## config.mk

```make
export PLATFORM = sky130hd
export DESIGN_NAME = msg_stream_arbiter
export DESIGN_NICKNAME = d
export VERILOG_FILES = /design/src/rtl/msg_arb_pkg.sv /design/src/rtl/msg_stream_arbiter_rr_pick.sv /design/src/rtl/msg_stream_arbiter.sv
export SDC_FILE = /design/constraint.sdc
export NUM_CORES = 1
export LEC_CHECK = 0
export ABC_AREA = 1
export BUFFER_PORTS_ARGS = -buffer_cell sky130_fd_sc_hd__buf_4
export CORE_AREA = 2 2 145 147
export CTS_CLUSTER_SIZE = 24
export DETAILED_ROUTE_END_ITERATION = 7
export DIE_AREA = 0 0 147 149
export HOLD_SLACK_MARGIN = 0.08
export RECOVER_POWER = 50
export SYNTH_ARGS = -nofsm -noshare
export SYNTH_HDL_FRONTEND = slang
export SYNTH_HIERARCHICAL = 1
export SYNTH_SLANG_ARGS = --single-unit
export TNS_END_PERCENT = 100
```

## constraint.sdc

```tcl
create_clock -name clk -period 3.8 [get_ports clk]
set_clock_uncertainty 0.15 [all_clocks]
set_input_delay 0.38 -clock clk [delete_from_list [all_inputs] [get_ports clk]]
set_output_delay 0.38 -clock clk [all_outputs]
set_load 0.05 [all_outputs]
```

## src/rtl/msg_arb_pkg.sv

```systemverilog
// msg_stream_arbiter shared types: FSM states, beat widths,
// synthetic terminate beat, pointer wrap helper.
package msg_arb_pkg;

  localparam int BEAT_W  = 64;
  localparam int EMPTY_W = 3;
  localparam int WD_W    = 16;

  typedef enum logic [1:0] {
    IDLE,
    BUSY,
    TERM,
    FLUSH
  } arb_state_e;

  localparam logic [BEAT_W-1:0]  TERM_DATA  = '0;
  localparam logic [EMPTY_W-1:0] TERM_EMPTY = '0;
  localparam logic               TERM_SOP   = 1'b0;
  localparam logic               TERM_EOP   = 1'b1;
  localparam logic               TERM_ERR   = 1'b1;

  function automatic int unsigned wrap_inc(
    input int unsigned cur,
    input int unsigned n
  );
    return (cur + 1 >= n) ? 0 : cur + 1;
  endfunction

endpackage

```

## src/rtl/msg_stream_arbiter_rr_pick.sv

```systemverilog
// Rotate-priority encoder: first set request at or after ptr,
// wrapping modulo N.
module rr_pick #(
  parameter int N = 4,
  parameter int W = 2
) (
  input  logic [N-1:0] req_i,
  input  logic [W-1:0] ptr_i,
  output logic         found_o,
  output logic [W-1:0] idx_o
);

  logic [W-1:0] cand;

  // scan from farthest to nearest so the nearest hit wins
  always_comb begin
    found_o = 1'b0;
    idx_o   = '0;
    cand    = '0;
    for (int k = N - 1; k >= 0; k--) begin
      cand = W'((int'(ptr_i) + k) % N);
      if (req_i[cand]) begin
        found_o = 1'b1;
        idx_o   = cand;
      end
    end
  end

endmodule

```

## src/rtl/msg_stream_arbiter.sv

```systemverilog
// Packet-granular round-robin arbiter in front of message_extractor.
// Optional stall watchdog: define MSG_ARB_TIMEOUT_EN.
module msg_stream_arbiter
  import msg_arb_pkg::*;
#(
  parameter  int NUM_SRC     = 4,
  parameter  int TIMEOUT_CYC = 1024,
  localparam int CH_W        = $clog2(NUM_SRC)
) (
  input  logic                       clk,
  input  logic                       reset,
  input  logic [NUM_SRC*BEAT_W-1:0]  src_data,
  input  logic [NUM_SRC-1:0]         src_valid,
  input  logic [NUM_SRC-1:0]         src_startofpacket,
  input  logic [NUM_SRC-1:0]         src_endofpacket,
  input  logic [NUM_SRC-1:0]         src_error,
  input  logic [NUM_SRC*EMPTY_W-1:0] src_empty,
  output logic [NUM_SRC-1:0]         src_ready,
  output logic [BEAT_W-1:0]          out_data,
  output logic                       out_valid,
  output logic                       out_startofpacket,
  output logic                       out_endofpacket,
  output logic                       out_error,
  output logic [EMPTY_W-1:0]         out_empty,
  output logic [CH_W-1:0]            out_channel,
  input  logic                       out_ready,
  output logic                       busy,
  output logic                       orphan_drop,
  output logic                       timeout
);

  arb_state_e state_q, state_d;
  logic [CH_W-1:0] ptr_q, ptr_d;
  logic [CH_W-1:0] grant_q, grant_d;
  logic [CH_W-1:0] grant_nxt;

  logic [NUM_SRC-1:0] sop_req;
  logic [NUM_SRC-1:0] orphan;
  logic               pick_found;
  logic [CH_W-1:0]    pick_idx;

  logic [BEAT_W-1:0]  data_a  [NUM_SRC];
  logic [EMPTY_W-1:0] empty_a [NUM_SRC];

  logic               g_valid;
  logic               g_sop;
  logic               g_eop;
  logic               g_err;
  logic [BEAT_W-1:0]  g_data;
  logic [EMPTY_W-1:0] g_empty;

  logic wd_fire;

  for (genvar i = 0; i < NUM_SRC; i++) begin : g_unpack
    assign data_a[i]  = src_data[i*BEAT_W +: BEAT_W];
    assign empty_a[i] = src_empty[i*EMPTY_W +: EMPTY_W];
  end

  assign sop_req   = src_valid & src_startofpacket;
  assign orphan    = src_valid & ~src_startofpacket;
  assign grant_nxt = CH_W'(wrap_inc(32'(grant_q), NUM_SRC));

  assign g_valid = src_valid[grant_q];
  assign g_sop   = src_startofpacket[grant_q];
  assign g_eop   = src_endofpacket[grant_q];
  assign g_err   = src_error[grant_q];
  assign g_data  = data_a[grant_q];
  assign g_empty = empty_a[grant_q];

  rr_pick #(
    .N (NUM_SRC),
    .W (CH_W)
  ) u_pick (
    .req_i   (sop_req),
    .ptr_i   (ptr_q),
    .found_o (pick_found),
    .idx_o   (pick_idx)
  );

`ifdef MSG_ARB_TIMEOUT_EN
  logic [WD_W-1:0] wd_q, wd_d;

  // count granted-source idle cycles; backpressure alone does not count
  always_comb begin
    wd_d    = '0;
    wd_fire = 1'b0;
    if (state_q == BUSY && !g_valid) begin
      if (wd_q == WD_W'(TIMEOUT_CYC - 1)) begin
        wd_fire = 1'b1;
      end else begin
        wd_d = wd_q + 1'b1;
      end
    end
  end

  // watchdog counter register
  always_ff @(posedge clk) begin
    if (reset) begin
      wd_q <= '0;
    end else begin
      wd_q <= wd_d;
    end
  end
`else
  assign wd_fire = 1'b0;
`endif

  // next state, grant/pointer update and all handshake outputs
  always_comb begin
    state_d           = state_q;
    ptr_d             = ptr_q;
    grant_d           = grant_q;
    src_ready         = '0;
    out_valid         = 1'b0;
    out_startofpacket = 1'b0;
    out_endofpacket   = 1'b0;
    out_error         = 1'b0;
    out_data          = '0;
    out_empty         = '0;
    out_channel       = '0;
    busy              = 1'b0;
    orphan_drop       = 1'b0;
    timeout           = 1'b0;
    if (!reset) begin
      busy = (state_q != IDLE);
      unique case (state_q)
        IDLE: begin
          src_ready   = orphan;
          orphan_drop = |orphan;
          if (pick_found) begin
            grant_d = pick_idx;
            state_d = BUSY;
          end
        end
        BUSY: begin
          out_valid          = g_valid;
          out_startofpacket  = g_sop;
          out_endofpacket    = g_eop;
          out_error          = g_err;
          out_data           = g_data;
          out_empty          = g_empty;
          out_channel        = grant_q;
          src_ready[grant_q] = out_ready;
          if (g_valid && out_ready && g_eop) begin
            ptr_d   = grant_nxt;
            state_d = IDLE;
          end else if (wd_fire) begin
            timeout = 1'b1;
            state_d = TERM;
          end
        end
        TERM: begin
          out_valid         = 1'b1;
          out_startofpacket = TERM_SOP;
          out_endofpacket   = TERM_EOP;
          out_error         = TERM_ERR;
          out_data          = TERM_DATA;
          out_empty         = TERM_EMPTY;
          out_channel       = grant_q;
          if (out_ready) begin
            state_d = FLUSH;
          end
        end
        FLUSH: begin
          src_ready[grant_q] = 1'b1;
          if (g_valid && g_eop) begin
            ptr_d   = grant_nxt;
            state_d = IDLE;
          end
        end
        default: begin
          state_d = IDLE;
        end
      endcase
    end
  end

  // control state registers
  always_ff @(posedge clk) begin
    if (reset) begin
      state_q <= IDLE;
      ptr_q   <= '0;
      grant_q <= '0;
    end else begin
      state_q <= state_d;
      ptr_q   <= ptr_d;
      grant_q <= grant_d;
    end
  end

endmodule

```

-- Word level (Yosys, flattened, before mapping)
Index checks and enable logic that the tools add are counted.
- register bits after elaboration: 6
- logic and storage cells: 99
- output and inout bits: 80
- input bits: 287
- add/subtract/negate cells: 4
- order comparisons: 8
- bitwise logic cells: 5
- eq/ne operators: 7
- reductions and logical operators: 12
- multiplexer cells: 60
- operator list (operator ; count):
    $mux W64 ; 4
    $bmux W64 S2 ; 1
    $mux W2 ; 13
    $mux W1 ; 21
    $bmux W1 S2 ; 8
    $lt A2 B3 Y1 const B ; 5
    $and A4 B4 Y4 ; 3
    $mux W3 ; 4
    $pmux W4 S3 ; 1
    $ne A2 B2 Y1 const B ; 4
    $pmux W2 S4 ; 1
    $bmux W3 S2 ; 1
    $ge A3 B3 Y1 const B ; 2
    $pmux W1 S2 ; 3
    $add A2 B2 Y2 const B ; 2
    $eq A2 B2 Y1 const B ; 2
    $logic_and A1 B1 Y1 ; 4
    $mux W4 ; 1
    $not A4 Y4 ; 1
    $pmux W2 S2 ; 1
    $reduce_and A4 Y1 ; 1
    $reduce_bool A2 Y1 ; 2
    $reduce_or A4 Y1 ; 1
    $add A2 B1 Y3 const B ; 1
    other kinds (9) ; 9

-- Logic depth before layout (Yosys ltp)
- word-level depth: 9
- depth in mapped cells: 13
- depth with buffers taken out: 13

-- By module
Netlist, hierarchy kept.
- by module, submodules not included (module ; times used ; area an instance (sq um) ; cells an instance ; seq. area each (sq um)):
    msg_stream_arbiter ; 1 ; 3091.7 ; 663 ; 120.1
    rr_pick ; 1 ; 212.7 ; 46 ; 0.0

-- Worst setup path before layout
Ideal clock, no wire load.
- path kind: register to output
- from: register state_q[1]
- to: output out_data[43]
- cell stages (with the launch flop): 7
- path slack: 1.379 ns
- data arrival time: 1.891 ns
- required time: 3.270 ns
- buffers on the path: 2
- cell sequence: dfxtp_1 -> inv_1 -> ha_1 -> nand2_1 -> buf_2 -> buf_2 -> a21oi_1
- word-level cells in the longest chain between the ends: 3
- RTL lines (what ; RTL line ; text):
    from (decl) ; msg_stream_arbiter.sv:32 ; arb_state_e state_q, state_d;
    from (signal assigned) ; msg_stream_arbiter.sv:185 ; state_q <= state_d;
    $eq A2 B1 Y1 ; msg_stream_arbiter.sv:126 ; unique case (state_q)
    $mux W64 ; msg_stream_arbiter.sv:126 ;
    $mux W64 ; msg_stream_arbiter.sv:124 ; if (!reset) begin
    to (decl) ; msg_stream_arbiter.sv:19 ; output logic [BEAT_W-1:0] out_data,
No other way between the ends.

-- Worst setup path after layout
- from: register grant_q[1]
- to: output src_ready[1]
- word-level cells in the longest chain between the ends: 7
- elaborated cells on any way between the ends: 8
- classes of those cells: order compare: 2; mux: 4; bitwise: 1; reduce/logical: 1
- RTL lines (what ; RTL line ; text):
    from (decl) ; msg_stream_arbiter.sv:34 ; logic [CH_W-1:0] grant_q, grant_d;
    from (signal assigned) ; msg_stream_arbiter.sv:187 ; grant_q <= grant_d;
    $lt A2 B3 Y1 (implied by the code) or $ge A2 B1 Y1 (tied branches) ; msg_stream_arbiter.sv:143, msg_stream_arbiter.sv:165 ;
    $logic_and A1 B1 Y1 (implied by the code) ; msg_stream_arbiter.sv:143, msg_stream_arbiter.sv:165 ;
    $mux W1 (implied by the code) ; msg_stream_arbiter.sv:143, msg_stream_arbiter.sv:165 ;
    $demux W1 S2 (*) ; msg_stream_arbiter.sv:143, msg_stream_arbiter.sv:165 ;
    $and A4 B4 Y4 (no line) ; n/a ;
    $pmux W4 S3 (*) ; msg_stream_arbiter.sv:126 ;
    $mux W4 (*) ; msg_stream_arbiter.sv:124 ;
    to (decl) ; msg_stream_arbiter.sv:18 ; output logic [NUM_SRC-1:0] src_ready,
Mark *: on every way between the ends. The rest lies on a longest branch, timed or not.

==> metrics.cfg <==
[flow_run]
max-cap-violations = 0

[pwr]
leakagePower_nw = 3.09
comb_power_share_pct = 91.2
internal-power_mw = 1.17
power.density_mw_per_mm2 = 561
power_frac_clock_pct = 5.1
power.switching_mw = 2.26
vdd_drop_max_uv = 522
power_frac_seq_pct = 3.7
swShare_pct = 65.8

[worst_setup_path]
crit_arrival_ps = 2570
required_ps = 3270
cp_slowest_cell = inv_1
cp_common_cell = inv_1
startpoint_type = register
critical_path_class = reg2out
cp-end-kind = output port
rr_worst_depth = 9
crit_chain = inv_1 -> buf_12 -> ha_1 -> inv_1 -> o21ai_0 -> nand2_1 -> inv_1 -> clkbuf_1
crit_fanout = 43
slowest_delay_ps = 720

[timing]
slew_headroom_pct = 32.3
slew_violations = 0
timing.setup.tns_ps = 0
rsz0062_at_grt = no
setup_violations = 0
finalHoldViolCount = 0
tightestPinTransition_ps = 1010
period_share_pct = 81.7
period_needed_ps = 3100
fmax_mhz = 322

[clocking]
cts_sinks = 6
clock_path_buffers = 2
cts_buffers = 3
clk_pin_slew_ps = 30
cts_setup_buffers = 0
root_buffer = clkbuf_16
clock_latency_ps = 230
htree_levels = 1
cts_resized = 0
cts_hold_buffers = 0
tritoncts = done

[synth]
synth_xor_area_share_pct = 0
netlist_instances = 709
yosys.area_share.simple_pct = 44.1
synth_top_family_by_area = simple AND/OR/NAND/NOR gates
synthMuxAreaShare_pct = 0
synth_seq_cells = 6
ys.warnings.count = 6
synth_fa_ha_area_share_pct = 4.17
syn_area_mm2 = 0.00330
synth_compound_area_share_pct = 35.0
synth_cell_type_count = 30
avgSynthCellArea_um2 = 4.66
synth-seq-area-share_pct = 3.63
syn_nets = 1007

[die]
die_w_um = 147
initial_utilization_pct = 16.1
fp.dieH_um = 149
core.rowCount = 53
dieArea_mm2 = 0.0219
io-pin-count = 367
coreArea_mm2 = 0.0206

[place]
io_buffers = 365
gp_congestion = 0.959
hpwl_mm = 14.2

[layout]
register_area_um2 = 125
drive_above_1_share_pct = 34.9
syn2layout_area_growth_pct = 85.1
final_nets = 1328
multiInputGateArea_mm2 = 0.00274
fill_cells = 2384
final_cell_mix = 339 x buf_4, 292 x nor2_1, 129 x o21ai_0, 78 x a21oi_1, 54 x nand2_1
final_common_cell = buf_4
postLayoutCoreUtil_pct = 29.8

[route]
drt_iter0_drc = 372
firstDrtPassIters = 6
wl_per_cell_um = 14.3
wirelength_mm = 18.7
ant_nets = 0
drc = 0
vias_per_cell = 4.39
route.vias.total = 5730

[grt]
antenna_found_initial = 1
globalRouteOverflowTotal = 0
grt_max_degree = 130
grt_pass1_wl_mm = 27.2
first_global_vias = 5006
grt_usage_pct = 15.1

[worst_hold_path]
whs_path_depth = 2
hp-class = in2reg

[status]
status = complete, no violations

per-layer routing:
metal	global-route usage, %	up-vias	share of wire (%)
met4	2.84	0	2.2
met5	0	-	0
met2	27.4	243	50
met1	19.1	2530	42
met3	2.35	30	6.5
li1	-	2927	-
registers in the layout, summed over array words and instances (netlist names):
| name | flops |
|---|---|
| state_q | 2 |
| grant_q | 2 |
| ptr_q | 2 |
cell families (layout without fill, tap and decap cells):
logic type / after synthesis / after routing
simple gates: 370 / 370
other cells: 1 / 2
buf+inv: 92 / 412
compound gates: 229 / 229
fa+ha+maj: 11 / 11
flops: 6 / 6
path summary, 6_finish.rpt:
kind	startpoint	to	slack (ps)
worst max-delay path	grant_q[1]	src_ready[1]	700
worst min register to register	state_q[0]	state_q[0]	400
worst max register to register	grant_q[1]	ptr_q[1]	1450
worst min-delay path	reset	ptr_q[0]	200
layout make-up:
class	count	area share (%)
Inverter	36	2.31
Clock buffer	4	1.29
Timing Repair Buffer	372	43.9
Sequential cell	6	2.05
Multi-Input combinational cell	611	44.8
Antenna cell	1	0.0409
Tap cell	275	5.63
critical path, delay by kind of cell, from the launching register on:
kind            cells  cell delay, ps
buf+inv             5            1580
flops               1             310
fa+ha+maj           1             190
compound gates      1             160
simple gates        1              80
stage by stage:
stage          hold slack, ps  power [mW]  instances  cell area, um2  setup WS, ps
5_1_grt                   209        3.76       1305            6120           477
4_1_cts                   199        3.53       1304            6250           808
6_report                  202        3.43       1305            6120           696
2_1_floorplan             299        2.42        709            3300          1380
3_3_place_gp              400        3.34       1300            6170          1110
3_5_place_dp              391        3.34       1300            6170          1070
power groups by stage:
stage	Sequential (mW)	Clock [mW]	Combinational [mW]
floorplan	0.114	0	2.31
global placement	0.127	0	3.22
detailed placement	0.129	0	3.21
CTS	0.128	0.178	3.22
global route	0.133	0.185	3.45
finish	0.127	0.175	3.13
synthesized netlist by cell type:
cell / instances / area, um2
inv_6: 1 / 8.76
nand4_1: 1 / 6.26
inv_1: 32 / 120
o22ai_1: 2 / 12.5
and2_4: 1 / 8.76
buf_6: 2 / 22.5
a21boi_1: 2 / 15.0
conb_1: 1 / 3.75
nand2_2: 9 / 56.3
nand3_1: 9 / 45.0
nor3_1: 1 / 5.00
clkinv_2: 1 / 5.00
buf_1: 4 / 15.0
inv_2: 2 / 7.51
buf_4: 4 / 30.0
nor2_1: 291 / 1090
nand3_4: 1 / 17.5
nor2_2: 1 / 6.26
o21ai_1: 17 / 85.1
buf_8: 1 / 15.0
nand2_1: 54 / 203
buf_2: 28 / 140
ha_1: 11 / 138
a21oi_1: 78 / 390
clkbuf_1: 17 / 63.8
o21ai_2: 1 / 8.76
nand2_4: 1 / 11.3
dfxtp_1: 6 / 120
nor4_1: 1 / 6.26
o21ai_0: 129 / 646
No activity file was read; power rests on OpenSTA's default activity.
